### src/rtl/hack_mem_pkg.sv
// Shared Hack data-memory map constants and the arbiter ownership type.
package hack_mem_pkg;

   localparam int ADDR_W    = 15;
   localparam int DATA_W    = 16;
   localparam int SCREEN_AW = 13;

   localparam logic [ADDR_W-1:0] SCREEN_BASE = 15'h4000;
   localparam logic [ADDR_W-1:0] KBD_ADDR    = 15'h6000;

   typedef enum logic [1:0] {
      OWN_NONE,
      OWN_CPU,
      OWN_VID
   } owner_t;

   function automatic logic [ADDR_W-1:0] screen_addr(input logic [SCREEN_AW-1:0] offset);
      return SCREEN_BASE | {{(ADDR_W-SCREEN_AW){1'b0}}, offset};
   endfunction

endpackage

### src/rtl/mem_arbiter_if.sv
// Requester and memory-side bus of the data-memory arbiter; slave = arbiter, master = environment.
interface mem_arbiter_if;
   import hack_mem_pkg::*;

   logic                 cpu_req;
   logic                 cpu_we;
   logic [ADDR_W-1:0]    cpu_addr;
   logic [DATA_W-1:0]    cpu_wdata;
   logic                 cpu_gnt;
   logic                 cpu_rvalid;
   logic [DATA_W-1:0]    cpu_rdata;

   logic                 vid_req;
   logic [SCREEN_AW-1:0] vid_addr;
   logic                 vid_gnt;
   logic                 vid_rvalid;
   logic [DATA_W-1:0]    vid_rdata;

   logic [ADDR_W-1:0]    mem_address;
   logic [DATA_W-1:0]    mem_in;
   logic                 mem_load;
   logic [DATA_W-1:0]    mem_out;

   modport slave (
      input  cpu_req, cpu_we, cpu_addr, cpu_wdata, vid_req, vid_addr, mem_out,
      output cpu_gnt, cpu_rvalid, cpu_rdata, vid_gnt, vid_rvalid, vid_rdata,
             mem_address, mem_in, mem_load
   );

   modport master (
      output cpu_req, cpu_we, cpu_addr, cpu_wdata, vid_req, vid_addr, mem_out,
      input  cpu_gnt, cpu_rvalid, cpu_rdata, vid_gnt, vid_rvalid, vid_rdata,
             mem_address, mem_in, mem_load
   );

endinterface

### src/rtl/starve_counter.sv
// Saturating count of consecutive cycles the display request has lost arbitration.
module starve_counter #(
   parameter int MAX_WAIT = 4
) (
   input  logic clk,
   input  logic rst_n,
   input  logic inc,
   input  logic clr,
   output logic at_max
);

   localparam int W = (MAX_WAIT < 1) ? 1 : $clog2(MAX_WAIT + 1);
   localparam logic [W-1:0] MAX_V = W'(MAX_WAIT);

   logic [W-1:0] wait_cnt;

   always_ff @(posedge clk or negedge rst_n) begin
      if (!rst_n) begin
         wait_cnt <= '0;
      end else if (clr) begin
         wait_cnt <= '0;
      end else if (inc && (wait_cnt != MAX_V)) begin
         wait_cnt <= wait_cnt + 1'b1;
      end
   end

   // With MAX_WAIT = 0 the count never leaves zero, so display always wins.
   assign at_max = (wait_cnt == MAX_V);

endmodule

### src/rtl/mem_arbiter.sv
// CPU/display arbiter for the single-ported Hack data memory: CPU has fixed priority,
// display is forced through after MAX_WAIT lost cycles; read data returns one cycle after grant.
module mem_arbiter
   import hack_mem_pkg::*;
#(
   parameter int MAX_WAIT = 4
) (
   input logic          clk,
   input logic          rst_n,
   mem_arbiter_if.slave bus
);

   owner_t              owner;
   owner_t              last_owner;
   logic                last_rd;
   logic                at_max;
   logic [ADDR_W-1:0]   address;
   logic [DATA_W-1:0]   wdata;
   logic                load;
   logic [DATA_W-1:0]   cpu_rdata;
   logic [DATA_W-1:0]   vid_rdata;

   // Reset gates ownership combinationally so grants and load drop at once.
   always_comb begin
      owner = OWN_NONE;
      if (!rst_n) begin
         owner = OWN_NONE;
      end else if (bus.vid_req && (!bus.cpu_req || at_max)) begin
         owner = OWN_VID;
      end else if (bus.cpu_req) begin
         owner = OWN_CPU;
      end
   end

   always_comb begin
      address = '0;
      wdata   = '0;
      load    = 1'b0;
      case (owner)
         OWN_CPU: begin
            address = bus.cpu_addr;
            wdata   = bus.cpu_wdata;
            load    = bus.cpu_we;
         end
         OWN_VID: begin
            address = screen_addr(bus.vid_addr);
         end
         default: ;
      endcase
   end

   starve_counter #(
      .MAX_WAIT (MAX_WAIT)
   ) u_starve (
      .clk    (clk),
      .rst_n  (rst_n),
      .inc    (bus.vid_req && (owner != OWN_VID)),
      .clr    (!bus.vid_req || (owner == OWN_VID)),
      .at_max (at_max)
   );

   always_ff @(posedge clk or negedge rst_n) begin
      if (!rst_n) begin
         last_owner <= OWN_NONE;
         last_rd    <= 1'b0;
         cpu_rdata  <= '0;
         vid_rdata  <= '0;
      end else begin
         last_owner <= owner;
         case (owner)
            OWN_CPU: begin
               last_rd <= !bus.cpu_we;
               if (!bus.cpu_we) begin
                  cpu_rdata <= bus.mem_out;
               end
            end
            OWN_VID: begin
               last_rd   <= 1'b1;
               vid_rdata <= bus.mem_out;
            end
            default: last_rd <= 1'b0;
         endcase
      end
   end

   assign bus.cpu_gnt     = (owner == OWN_CPU);
   assign bus.vid_gnt     = (owner == OWN_VID);
   assign bus.mem_address = address;
   assign bus.mem_in      = wdata;
   assign bus.mem_load    = load;
   assign bus.cpu_rvalid  = (last_owner == OWN_CPU) && last_rd;
   assign bus.vid_rvalid  = (last_owner == OWN_VID) && last_rd;
   assign bus.cpu_rdata   = cpu_rdata;
   assign bus.vid_rdata   = vid_rdata;

endmodule

### src/flat_wrapper.sv
// flat-port wrapper written by rule: the top's interface ports become plain ports
module mem_arbiter_flat import hack_mem_pkg::*;
#(
   parameter int MAX_WAIT = 4
)
  (clk, rst_n, bus_cpu_req, bus_cpu_we, bus_cpu_addr, bus_cpu_wdata, bus_vid_req, bus_vid_addr, bus_mem_out, bus_cpu_gnt, bus_cpu_rvalid, bus_cpu_rdata, bus_vid_gnt, bus_vid_rvalid, bus_vid_rdata, bus_mem_address, bus_mem_in, bus_mem_load);
  mem_arbiter_if bus_i ();
  input logic clk;
  input logic rst_n;
  input wire logic [$bits(bus_i.cpu_req)-1:0] bus_cpu_req;
  input wire logic [$bits(bus_i.cpu_we)-1:0] bus_cpu_we;
  input wire logic [$bits(bus_i.cpu_addr)-1:0] bus_cpu_addr;
  input wire logic [$bits(bus_i.cpu_wdata)-1:0] bus_cpu_wdata;
  input wire logic [$bits(bus_i.vid_req)-1:0] bus_vid_req;
  input wire logic [$bits(bus_i.vid_addr)-1:0] bus_vid_addr;
  input wire logic [$bits(bus_i.mem_out)-1:0] bus_mem_out;
  output wire logic [$bits(bus_i.cpu_gnt)-1:0] bus_cpu_gnt;
  output wire logic [$bits(bus_i.cpu_rvalid)-1:0] bus_cpu_rvalid;
  output wire logic [$bits(bus_i.cpu_rdata)-1:0] bus_cpu_rdata;
  output wire logic [$bits(bus_i.vid_gnt)-1:0] bus_vid_gnt;
  output wire logic [$bits(bus_i.vid_rvalid)-1:0] bus_vid_rvalid;
  output wire logic [$bits(bus_i.vid_rdata)-1:0] bus_vid_rdata;
  output wire logic [$bits(bus_i.mem_address)-1:0] bus_mem_address;
  output wire logic [$bits(bus_i.mem_in)-1:0] bus_mem_in;
  output wire logic [$bits(bus_i.mem_load)-1:0] bus_mem_load;
  assign bus_i.cpu_req = bus_cpu_req;
  assign bus_i.cpu_we = bus_cpu_we;
  assign bus_i.cpu_addr = bus_cpu_addr;
  assign bus_i.cpu_wdata = bus_cpu_wdata;
  assign bus_i.vid_req = bus_vid_req;
  assign bus_i.vid_addr = bus_vid_addr;
  assign bus_i.mem_out = bus_mem_out;
  assign bus_cpu_gnt = bus_i.cpu_gnt;
  assign bus_cpu_rvalid = bus_i.cpu_rvalid;
  assign bus_cpu_rdata = bus_i.cpu_rdata;
  assign bus_vid_gnt = bus_i.vid_gnt;
  assign bus_vid_rvalid = bus_i.vid_rvalid;
  assign bus_vid_rdata = bus_i.vid_rdata;
  assign bus_mem_address = bus_i.mem_address;
  assign bus_mem_in = bus_i.mem_in;
  assign bus_mem_load = bus_i.mem_load;
  mem_arbiter #(.MAX_WAIT(MAX_WAIT)) u_core (.clk(clk), .rst_n(rst_n), .bus(bus_i));
endmodule
### config.mk
export PLATFORM = sky130hd
export DESIGN_NAME = mem_arbiter_flat
export DESIGN_NICKNAME = d
export VERILOG_FILES = /design/src/rtl/hack_mem_pkg.sv /design/src/rtl/mem_arbiter_if.sv /design/src/rtl/starve_counter.sv /design/src/rtl/mem_arbiter.sv /design/src/flat_wrapper.sv
export SDC_FILE = /design/constraint.sdc
export NUM_CORES = 1
export LEC_CHECK = 0
export ABC_AREA = 1
export CAP_MARGIN = 30
export CORE_MARGIN = 8
export CORE_UTILIZATION = 32
export CTS_CLUSTER_SIZE = 25
export DETAILED_ROUTE_END_ITERATION = 8
export PLACE_DENSITY = 0.79
export SETUP_SLACK_MARGIN = 0.02
export SLEW_MARGIN = 30
export SYNTH_ARGS = -nofsm -noshare
export SYNTH_HDL_FRONTEND = slang
export SYNTH_SLANG_ARGS = --single-unit
### constraint.sdc
create_clock -name clk -period 1.7 [get_ports clk]
set_input_delay 0.255 -clock clk [delete_from_list [all_inputs] [get_ports clk]]
set_output_delay 0.255 -clock clk [all_outputs]
set_load 0.005 [all_outputs]
==> key figures <==
Run status
  • Status: complete, but fails checks
  • Failing checks: negative setup slack

Setup path
  • Critical-path cell list: inv_2 > ha_4 > nand2_4 > nand2_4 > nand3_4 > ha_4 > buf_6 > buf_4 > buf_8 > nand2_2 > inv_1 > buf_2
  • FF-to-FF Start: u_core.u_starve.wait_cnt[0]
  • Worst flop-to-flop path endpoint: u_core.bus.cpu_rdata[11]
  • Crit path max-delay family: buffers and inverters
  • Worst Path Max Fanout: 6
  • R2R Setup Slk: -0.34 ns
  • CP Data Arrival Time: just under 2 ns
  • Crit path launch type: flop
  • Req. time, crit path: ~1.4 ns
  • Crit Path Category: flop to output pin
  • Slowest CP cell: dfrtp_1
  • R2R cell count: 14
  • Buf+Inv Stages, Crit Path: 6
  • Max incr delay on CP: approximately 0.41 ns
  • CP endpoint kind: output pin

Placed design
  • Post-DP HPWL: 5280 µm
  • Number of buffers inserted by port buffering: approximately 130
  • Placed insts: 459
  • GPL Wtd Cong: 0.793

Timing
  • Worst Clk Skew: about 0.0047 ns
  • Final worst path period need: roughly 2.2 ns
  • Final WS setup: -0.548 ns
  • Worst-Margin Slew: 0.467 ns
  • Relative slew slack: roughly 69%
  • RSZ-0062 raised after global routing: true
  • Max-slew violations: 0
  • Count of final hold-check violations: 0
  • Hold_ws: 0.130 ns
  • Final Setup Violations: between 50 and 60
  • Crit share post-route: 132%
  • Fmax achieved: roughly 440 MHz

CTS
  • Clk sinks: 38
  • Htree depth: 2
  • Root Driver: clkbuf_8
  • Max Buffers Root-to-Sink: 2
  • CTS tree: yes
  • Post-CTS Hold Buffers: 0
  • Clk_lat worst skew: approximately 0.28 ns
  • CTS buffer count: 5
  • Clock transition at path regs: 0.07 ns

Drt
  • Drt first pass iters: 4
  • Routed vias/inst: between 4 and 5
  • Drt total wl: about 8500 µm
  • Wire per inst: approximately 17 µm
  • DR vias: about 2400
  • Antenna viol nets, final: 0
  • DRC: 0
  • Initial DRC Count: 61

Floorplanning
  • Die X: 92.8 µm
  • Die area: 8610 µm²
  • Core Region: 5820 µm²
  • Initial Util: approximately a third
  • Die Ht: between 90 and 100 µm
  • I/O pin cnt: ~130
  • Rows: 28

Pwr
  • Sw frac: between 20 and 30%
  • Power density cells: around 700 nW/µm²
  • Leakage Power: approximately 2.2 nW
  • Pint: roughly 2.2 mW
  • Share of power burned in the clock network: 20.4%
  • Switching Power: 0.902 mW
  • Comb pwr share: 40.9%
  • Seq pwr share: between 30 and 40%
  • VDD IR-drop max: between 400 and 500 µV

Synthesis
  • Mapped Avg Cell Area: around 7.6 µm²
  • Synth Instances: 247
  • Sequential fraction of the synthesis area: between 50% and 60%
  • Syn_nets: around 320
  • #FFs+latches synth: 38
  • Post-Syn Area: ~1900 µm²
  • Number of distinct library cells after synthesis: 15
  • Yosys warnings: 0

Min path
  • Hold/Removal Path Class: input pin to async pin

Cells and area
  • Final core occ: roughly 76%
  • Share of layout cells above drive strength 1: a little over two fifths
  • Nets: 499
  • Most frequent cells in the layout: clkdlybuf4s50_1 (97), nand2_1 (50), dfrtp_1 (38), inv_1 (26), buf_6 (26)
  • Post-Layout Cell Count: 504
  • P&R area growth vs syn: 133%
  • # diodes: 0
  • Commonest non-fill, non-tap cell in the layout: clkdlybuf4s50_1
  • # fillers: about 380

GRT
  • Largest net degree at the start of global routing: 39
  • First-pass GRT wire length: between 10000 and 15000 µm
  • Via count of the first global-routing pass: between 2000 and 3000
  • Total GRT Usage: about 17%
  • Initial antenna violation count: 0
  • Total grt overflow: 0

Run
  • Max-cap viol count: 0
[flip-flops by register name, indices dropped and copies added (netlist names)]
register / flops
u_core.bus.cpu_rdata: 16
u_core.bus.vid_rdata: 16
u_core.u_starve.wait_cnt: 3
u_core.last_owner: 2
u_core.last_rd: 1
[power groups by stage]
| stage | sequential (mW) | clock (mW) | combinational [mW] |
|---|---|---|---|
| floorplan | 1.21 | 0 | 0.278 |
| global placement | 1.19 | 0 | 0.939 |
| detailed placement | 1.20 | 0 | 0.969 |
| CTS | 1.19 | 0.650 | 1.11 |
| global route | 1.21 | 0.687 | 1.37 |
| finish | 1.19 | 0.631 | 1.26 |
[cell usage after synthesis]
cell      instances  area, µm²
inv_2             1       3.75
o21ai_0          30        150
dfrtp_1          38        951
nand3_1           6       30.0
nor2_1            2       7.51
nand2_1          90        338
a21oi_1          16       80.1
ha_1              6       75.1
nand2_2           1       6.26
clkbuf_2          2       10.0
o21ai_1           2       10.0
buf_6             2       22.5
inv_1            43        161
nor2_2            1       6.26
buf_2             7       35.0
[worst max-delay path by stage]
stage	start	endpoint	slack [ns]	cells after the start
after floorplan	u_core.u_starve.wait_cnt[0]	bus_mem_address[0]	-0.001	9
after global placement	bus_cpu_req	bus_mem_address[9]	-0.64	8
after detailed placement	bus_cpu_req	bus_mem_address[12]	-0.72	8
after CTS	u_core.u_starve.wait_cnt[0]	bus_mem_address[14]	-0.48	11
after global routing	u_core.u_starve.wait_cnt[0]	bus_mem_address[11]	-0.64	11
final	u_core.u_starve.wait_cnt[0]	bus_mem_load	-0.55	12
[layer usage]
metal | up-vias | GRT usage [%] | wire length, µm | share of wire (%)
li1 | 1113 | - | - | -
met1 | 1121 | 17.4 | 3070 | 36
met2 | 111 | 32.1 | 4580 | 54
met3 | 12 | 7.20 | 768 | 9.0
met4 | 0 | 4.83 | 125 | 1.5
met5 | - | 0 | 0 | 0
[cells by family after synthesis]
kind of cell / Yosys count / share of synthesized area [%]
compound gates: 48 / 12.7
fa+ha+maj: 6 / 3.98
buf+inv: 55 / 12.3
flops: 38 / 50.4
simple gates: 100 / 20.6
[worst register-to-register path: stages (launching register included)]
cell and delay (ns):
dfrtp_1 0.38, inv_2 0.07, ha_4 0.16, nand2_4 0.07
nand2_4 0.08, a21oi_4 0.19, buf_4 0.13, buf_4 0.09
buf_4 0.11, ha_4 0.14, buf_6 0.11, nand2_8 0.10
clkbuf_16 0.19, nand2_1 0.05, o21ai_0 0.07
[through the flow]
stage | total power [mW] | TNS [ns] | worst slack, ns | cell area [µm²]
floorplan | 1.48 | -0.0136 | -0.00113 | 1990
global placement | 2.13 | -23.75 | -0.637 | 3490
detailed placement | 2.17 | -27.37 | -0.717 | 3490
CTS | 2.95 | -15.65 | -0.482 | 3920
global route | 3.27 | -27.66 | -0.635 | 4390
finish | 3.09 | -21.80 | -0.548 | 4390
[timing repair]
item / in CTS / in global routing
setup buffers: 22 / 7
pin swaps: 30 / 16
resized for setup: 208 / 88
cloned: 4 / 7
endpoints found under the setup margin: 69 / 70
[final cells by class]
cell class                      instances  area, µm²  area share (%)
Timing Repair Buffer                  185       1970            45.0
Clock buffer                            7       86.3            1.97
Sequential cell                        38        951            21.7
Multi-Input combinational cell        154       1110            25.2
Clock inverter                          1       5.00           0.114
Tap cell                               75       93.8            2.14
Inverter                               44        175            3.99
(Power assumes the default switching activity.)
